===== src/rtl/uart_tx_arbiter.sv =====
// uart_tx_arbiter: shares one UART transmitter between NUM_REQ byte-stream
// requesters. Round-robin between frames, frame-locked within a frame.
// Each byte is issued as a one-cycle data-valid pulse. The arbiter then waits
// for the transmitter's done pulse, optionally idles for GAP_CLKS clocks, and
// aborts through a watchdog if the done pulse never arrives.
module uart_tx_arbiter #(
  parameter int NUM_REQ      = 4,
  parameter int CLKS_PER_BIT = 217,
  parameter int TIMEOUT_CLKS = 2560,
  parameter int GAP_CLKS     = 0
) (
  input  logic                 i_Clock,
  input  logic                 i_Reset,
  input  logic [NUM_REQ-1:0]   i_Req_DV,
  input  logic [8*NUM_REQ-1:0] i_Req_Byte,
  input  logic [NUM_REQ-1:0]   i_Req_Last,
  output logic [NUM_REQ-1:0]   o_Req_Ack,
  output logic                 o_TX_DV,
  output logic [7:0]           o_TX_Byte,
  input  logic                 i_TX_Done,
  input  logic                 i_TX_Active,
  output logic [NUM_REQ-1:0]   o_Grant,
  output logic                 o_Busy,
  output logic                 o_Timeout
);

  // The watchdog must never fire before a full 10-bit frame can complete, so
  // an undersized TIMEOUT_CLKS is raised to one clock past a frame time.
  localparam int FRAME_CLKS = 10 * CLKS_PER_BIT;
  localparam int TMO_LIMIT  = (TIMEOUT_CLKS > FRAME_CLKS) ? TIMEOUT_CLKS : FRAME_CLKS + 1;
  localparam int TMO_W      = $clog2(TMO_LIMIT);
  localparam int GAP_W      = (GAP_CLKS > 1) ? $clog2(GAP_CLKS) : 1;
  localparam int IDX_W      = $clog2(NUM_REQ);

  typedef enum logic [1:0] {
    S_IDLE,
    S_ISSUE,
    S_WAIT_DONE,
    S_GAP
  } state_t;

  state_t             state_q, state_d;
  logic [IDX_W-1:0]   owner_q;
  logic [IDX_W-1:0]   rr_q;
  logic               lock_q;
  logic               last_q;
  logic [7:0]         byte_q;
  logic [NUM_REQ-1:0] grant_q;
  logic [TMO_W-1:0]   tmo_q;
  logic [GAP_W-1:0]   gap_q;

  logic               sel_valid;
  logic [IDX_W-1:0]   sel_idx;
  logic               start;
  logic               tmo_hit;
  logic               gap_done;

  // Owner index plus one, wrapping at NUM_REQ.
  function automatic logic [IDX_W-1:0] inc_wrap(input logic [IDX_W-1:0] idx);
    return (int'(idx) == NUM_REQ - 1) ? '0 : idx + IDX_W'(1);
  endfunction

  // Candidate selection: the locked owner only, otherwise first DV from rr_q upward.
  always_comb begin
    int j;
    // NOTE: every variable gets a default before any conditional write, so no latch is inferred.
    sel_valid = 1'b0;
    sel_idx   = '0;
    j         = 0;
    if (lock_q) begin
      if (i_Req_DV[owner_q]) begin
        sel_valid = 1'b1;
        sel_idx   = owner_q;
      end
    end else begin
      for (int i = 0; i < NUM_REQ; i++) begin
        j = (int'(rr_q) + i) % NUM_REQ;
        if (!sel_valid && i_Req_DV[j]) begin
          sel_valid = 1'b1;
          sel_idx   = IDX_W'(j);
        end
      end
    end
  end

  assign start    = (state_q == S_IDLE) && !i_TX_Active && sel_valid;
  assign tmo_hit  = (tmo_q == TMO_W'(TMO_LIMIT - 1));
  assign gap_done = (int'(gap_q) == GAP_CLKS - 1);

  // State register.
  always_ff @(posedge i_Clock) begin
    // NOTE: sequential state uses non-blocking assignments so every register samples pre-edge values.
    if (i_Reset) state_q <= S_IDLE;
    else         state_q <= state_d;
  end

  // Next-state logic.
  always_comb begin
    state_d = state_q;
    unique case (state_q)
      S_IDLE:      if (start) state_d = S_ISSUE;
      S_ISSUE:     state_d = S_WAIT_DONE;
      S_WAIT_DONE: begin
        if (i_TX_Done)    state_d = (GAP_CLKS == 0) ? S_IDLE : S_GAP;
        else if (tmo_hit) state_d = S_IDLE;
      end
      S_GAP:       if (gap_done) state_d = S_IDLE;
      default:     state_d = S_IDLE;
    endcase
  end

  // Datapath: latch the selected byte, run the counters, update lock and RR pointer.
  always_ff @(posedge i_Clock) begin
    // NOTE: every control and data register is reset; there is no memory array to exempt.
    if (i_Reset) begin
      owner_q <= '0;
      rr_q    <= '0;
      lock_q  <= 1'b0;
      last_q  <= 1'b0;
      byte_q  <= 8'h00;
      grant_q <= '0;
      tmo_q   <= '0;
      gap_q   <= '0;
    end else begin
      unique case (state_q)
        S_IDLE: begin
          if (start) begin
            owner_q <= sel_idx;
            byte_q  <= i_Req_Byte[8*int'(sel_idx) +: 8];
            last_q  <= i_Req_Last[sel_idx];
            grant_q <= NUM_REQ'(1) << sel_idx;
          end
        end
        S_ISSUE: tmo_q <= '0;
        S_WAIT_DONE: begin
          tmo_q <= tmo_q + TMO_W'(1);
          gap_q <= '0;
          if (i_TX_Done) begin
            if (last_q) begin
              lock_q  <= 1'b0;
              rr_q    <= inc_wrap(owner_q);
              grant_q <= '0;
            end else begin
              lock_q  <= 1'b1;
            end
          end else if (tmo_hit) begin
            // Abandon the frame; the stuck byte is dropped, not retried.
            lock_q  <= 1'b0;
            rr_q    <= inc_wrap(owner_q);
            grant_q <= '0;
          end
        end
        S_GAP: gap_q <= gap_q + GAP_W'(1);
        default: ;
      endcase
    end
  end

  // Output decode.
  always_comb begin
    o_TX_DV   = (state_q == S_ISSUE);
    o_Req_Ack = (state_q == S_ISSUE) ? grant_q : '0;
    o_TX_Byte = byte_q;
    o_Grant   = grant_q;
    o_Busy    = (state_q != S_IDLE) || lock_q;
    o_Timeout = (state_q == S_WAIT_DONE) && !i_TX_Done && tmo_hit;
  end

endmodule


===== config.mk =====
export PLATFORM = sky130hd
export DESIGN_NAME = uart_tx_arbiter
export DESIGN_NICKNAME = d
export VERILOG_FILES = /design/src/rtl/uart_tx_arbiter.sv
export SDC_FILE = /design/constraint.sdc
export NUM_CORES = 1
export LEC_CHECK = 0
export ABC_AREA = 1
export CAP_MARGIN = 5
export CORE_MARGIN = 4
export CORE_UTILIZATION = 45
export CTS_BUF_LIST = sky130_fd_sc_hd__clkbuf_4 sky130_fd_sc_hd__clkbuf_8
export DETAILED_ROUTE_END_ITERATION = 12
export PLACE_DENSITY = 0.89
export SETUP_SLACK_MARGIN = 0.2
export SLEW_MARGIN = 20
export SYNTH_ARGS = -nofsm -noshare
export SYNTH_HDL_FRONTEND = slang
export SYNTH_SLANG_ARGS = --single-unit

===== constraint.sdc =====
create_clock -name i_Clock -period 1.8 [get_ports i_Clock]
set_clock_uncertainty 0.05 [all_clocks]
set_input_delay 0.54 -clock i_Clock [delete_from_list [all_inputs] [get_ports i_Clock]]
set_output_delay 0.54 -clock i_Clock [all_outputs]
set_load 0.05 [all_outputs]

==> flow_summary.json, run 1 <==
{
  "syn_area_mm2": 0.00224,
  "synth_ff_type": "dfxtp_1",
  "io_buffers": 62,
  "synth.avg_cell_area_um2": 6.00,
  "firstError": "[ERROR GRT-0232] Routing congestion too high. Check the congestion heatmap in the GUI.",
  "synth_edf_count": 0,
  "ys_ff_latch": 32,
  "grt_max_degree": 21,
  "cts-root-buf": "clkbuf_8",
  "clk_path_buf_depth": 2,
  "synth_area_leaders": "dfxtp_1, nand2_1, nand3_1",
  "yosysTopAreaCell": "dfxtp_1",
  "h-tree-depth": 2,
  "grt_worst_setup_endpoint": "o_TX_Byte[7]$_SDFFE_PP0P_/D",
  "synth_top_family_by_area": "simple AND/OR/NAND/NOR gates",
  "dp_hpwl_mm": 5.79,
  "yosysSeqAreaShare_pct": 28.6,
  "synth_xor_area_share_pct": 0.391,
  "netlist_top_cells_count": "nand2_1, inv_1, nand3_1, nor2_1, dfxtp_1",
  "synthAdderAreaFrac_pct": 3.35,
  "yosysWarnings": 0,
  "async_flop_share_pct": 0,
  "cts_hold_buffers": 0,
  "synth_compound_area_share_pct": 8.87,
  "cts_sinks": 32,
  "synthSimpleGateAreaFrac_pct": 46.6,
  "yosysTopAreaCellShare_pct": 28.6,
  "rows": 25,
  "synth_most_common_cell": "nand2_1",
  "worstEpCategory": "register input",
  "gp_congestion": 0.872,
  "yosysUniqueCellTypes": 30,
  "numCtsBuffers": 5,
  "place_area_mm2": 0.00361,
  "outcome": "did not finish",
  "ioPinCount": 63,
  "start_util_pct": 46.8,
  "grt.total_usage_pct": 77.1,
  "syn_nets": 424,
  "stop_stage": "global routing",
  "die_h_um": 78.6,
  "synth_cells": 374,
  "muxShareOfSynthArea_pct": 0,
  "overflow": 199,
  "fp.dieW_um": 78.6
}
-- per-stage QoR --
step                cells  util (%)  setup WS [ns]
floorplan             374         -         -0.205
global placement      531      75.3         -0.776
detailed placement    531      75.3         -0.849
CTS                   567      87.2         -0.224
-- routing by layer --
metal / track usage [%] / GRT overflow
met1: 73.2 / 0
met5: 0 / 0
met2: 101 / 128
met4: 88.1 / 70
met3: 54.6 / 1
-- kinds of logic after synthesis --
group,after synthesis
buf+inv,60
xor+xnor,1
compound gates,38
simple gates,237
fa+ha+maj,6
flops,32
-- repair_timing --
| action | CTS |
|---|---|
| hold endpoints to repair | 0 |
| gates resized for setup | 81 |
| endpoints found under the setup margin | 34 |
| pin swaps | 37 |
| cloned | 4 |
| buffers inserted | 24 |
==> run 2, diff against run 1 <==
--- a/config.mk
+++ b/config.mk
@@ -8,11 +8,9 @@
 export ABC_AREA = 1
 export CAP_MARGIN = 5
 export CORE_MARGIN = 4
-export CORE_UTILIZATION = 45
-export CTS_BUF_LIST = sky130_fd_sc_hd__clkbuf_4 sky130_fd_sc_hd__clkbuf_8
+export CORE_UTILIZATION = 40
 export DETAILED_ROUTE_END_ITERATION = 12
-export PLACE_DENSITY = 0.89
-export SETUP_SLACK_MARGIN = 0.2
+export PLACE_DENSITY_LB_ADDON = 0.15
 export SLEW_MARGIN = 20
 export SYNTH_ARGS = -nofsm -noshare
 export SYNTH_HDL_FRONTEND = slang
==> constraint.sdc (replaced) <==
create_clock -name i_Clock -period 2.35 [get_ports i_Clock]
set_clock_uncertainty 0.05 [all_clocks]
set_input_delay 0.705 -clock i_Clock [delete_from_list [all_inputs] [get_ports i_Clock]]
set_output_delay 0.705 -clock i_Clock [all_outputs]
set_load 0.05 [all_outputs]
==> run 2 against run 1 <==
The flow now finishes without violations. Synthesized cell count unchanged. Synthesized area unchanged.
==> flow_summary.json, run 2 <==
{
  "outcome": "completed",
  "die_h_um": 82.9,
  "cts-root-buf": "clkbuf_8",
  "critPathLaunch": "i_TX_Done",
  "clock_latency_ns": 0.28,
  "h-tree-depth": 2,
  "p_leak_nw": 1.64,
  "instances_no_fill": 525,
  "worst-setup-path-type": "in -> out",
  "ioPinCount": 63,
  "ys_ff_latch": 32,
  "hold_start": "tmo_q[11]",
  "drcViolationCount": 0,
  "final_antenna_net_count": 0,
  "end_kind": "primary output",
  "synth_ff_type": "dfxtp_1",
  "hold_viol": 0,
  "grt.total_usage_pct": 17.3,
  "startpoint_type": "primary input",
  "synth_compound_area_share_pct": 8.87,
  "cp.arrival_ns": 1.54,
  "clk_path_buf_depth": 2,
  "post-route-period-util_pct": 97.6,
  "synth_edf_count": 0,
  "numCtsBuffers": 5,
  "worstMarginPinSlew_ns": 0.523,
  "power_density_mw_per_mm2": 866,
  "yosysTopAreaCellShare_pct": 28.6,
  "max_flop_register": "tmo_q",
  "clkTransAtPathRegs_ns": 0.06,
  "grt_pass1_vias": 2424,
  "fmax_ghz": 0.436,
  "synth_cells": 374,
  "final_common_cell": "nand2_1",
  "muxShareOfSynthArea_pct": 0,
  "async_flop_share_pct": 0,
  "design_area_mm2": 0.00333,
  "yosysUniqueCellTypes": 30,
  "maxSlewHeadroom_pct": 65.0,
  "place_area_mm2": 0.00310,
  "crit_path_top_delay_cell": "nor4_4",
  "io_buffers": 62,
  "multiInputGateArea_mm2": 0.00143,
  "synth.avg_cell_area_um2": 6.00,
  "antenna_cells": 0,
  "vias": 2538,
  "cp_data_required_time_ns": 1.59,
  "cts_tree": "done",
  "crit_chain": "dlygate4sd2_1 -> inv_1 -> nand2_2 -> nor4_4 -> buf_12",
  "first_pass_iters": 4,
  "hold_class": "reg -> reg",
  "dp_slack_ns": -0.350,
  "cp_max_fo": 2,
  "r2r-start": "rr_q[1]",
  "post_drt_wl_per_cell_um": 11.5,
  "whs_ns": 0.409,
  "fp.dieW_um": 82.9,
  "viasPerCell": 4.83,
  "layout-drive-gt1-share_pct": 16.5,
  "synth_most_common_cell": "nand2_1",
  "seq_area_um2": 643,
  "syn_to_final_growth_pct": 48.5,
  "cpPeakStageDelay_ns": 0.26,
  "final_nets": 505,
  "placed_cells": 512,
  "nFillCells": 520,
  "setup_violations": 0,
  "synth_area_leaders": "dfxtp_1, nand2_1, nand3_1",
  "syn_nets": 424,
  "grt_pass1_wl_mm": 10.3,
  "slew_violations": 0,
  "synthSimpleGateAreaFrac_pct": 46.6,
  "coreArea_mm2": 0.00527,
  "start_util_pct": 42.5,
  "rows": 26,
  "cts_sinks": 32,
  "layout_setup_ws_ns": 0.0563,
  "die_area_mm2": 0.00687,
  "drtIter0Drc": 119,
  "yosysTopAreaCell": "dfxtp_1",
  "min_period_ns": 2.29,
  "syn_area_mm2": 0.00224,
  "grt_max_degree": 23,
  "final_cell_mix": "nand2_1, clkdlybuf4s50_1, inv_1, nor2_1, nand3_1",
  "synth_top_family_by_area": "simple AND/OR/NAND/NOR gates",
  "gp_congestion": 0.881,
  "antenna_found_initial": 0,
  "overflow": 0,
  "setup-tns-final_ns": 0,
  "route.final.wire_length_mm": 6.04,
  "dp_hpwl_mm": 4.63,
  "yosysSeqAreaShare_pct": 28.6,
  "vdd_drop_max_mv": 0.534,
  "netlist_top_cells_count": "nand2_1, inv_1, nand3_1, nor2_1, dfxtp_1",
  "yosysWarnings": 0,
  "synth_xor_area_share_pct": 0.391,
  "cap_violations": 0,
  "largest_reg_flops": 12,
  "rsz0062_at_grt": "yes",
  "synthAdderAreaFrac_pct": 3.35
}
==> run 2: through the flow <==
step,util [%],total power [W]
2_1_floorplan,-,0.00185
3_3_place_gp,58.8,0.00236
3_5_place_dp,58.8,0.00238
4_1_cts,62.9,0.00289
5_1_grt,63.2,0.00310
6_report,63.2,0.00288
==> run 2: cell families (layout without fill, tap and decap cells) <==
| logic type | Yosys count | after routing |
|---|---|---|
| AND/OR/NAND/NOR | 237 | 238 |
| XOR/XNOR | 1 | 1 |
| flip-flops | 32 | 32 |
| AO/OA/AOI/OAI | 38 | 38 |
| buffers and inverters | 60 | 140 |
| adder cells (fa/ha/maj) | 6 | 6 |
==> run 2: power by group <==
group | switching (W) | total, W | internal, W
clock | 0.000187 | 0.000388 | 0.000201
combinational | 0.00105 | 0.00176 | 0.000709
sequential | 0.0000924 | 0.000741 | 0.000648
total | 0.00133 | 0.00288 | 0.00156
==> run 2: final timing paths <==
kind / end / slack, ns / depth (start not counted)
max: o_Timeout / 0.06 / 5
min: tmo_q[11] / 0.41 / 1
max reg2reg: o_TX_Byte[1] / 0.26 / 17
min reg2reg: tmo_q[11] / 0.41 / 1
==> run 2: metal layers <==
layer  wire length [um]  up-vias  global-route usage, %
li1                   -     1336                      -
met1               2870     1112                   22.2
met2               2730       82                   29.4
met3                373        8                   4.36
met4                 59        0                   3.12
met5                  0        -                      0
==> run 2: timing repair <==
action	4_1_cts	5_1_grt
pin swaps	8	3
setup buffers	4	0
hold buffers	0	0
endpoints found under the setup margin	12	8
gates cloned	2	0
resized for setup	26	3
==> run 2: cell type report <==
type / instances / share of cell area, %
Clock inverter: 1 / 0.150
Sequential cell: 32 / 19.3
Inverter: 49 / 5.52
Timing Repair Buffer: 84 / 27.2
Clock buffer: 6 / 2.18
Tap cell: 70 / 2.63
Multi-Input combinational cell: 283 / 43.0
==> run 2: worst max-delay path, delay by kind of cell <==
| family | cells | cell delay (ns) |
|---|---|---|
| buf+inv | 3 | 0.51 |
| simple gates | 2 | 0.33 |
No activity file was read; power rests on OpenSTA's default activity.
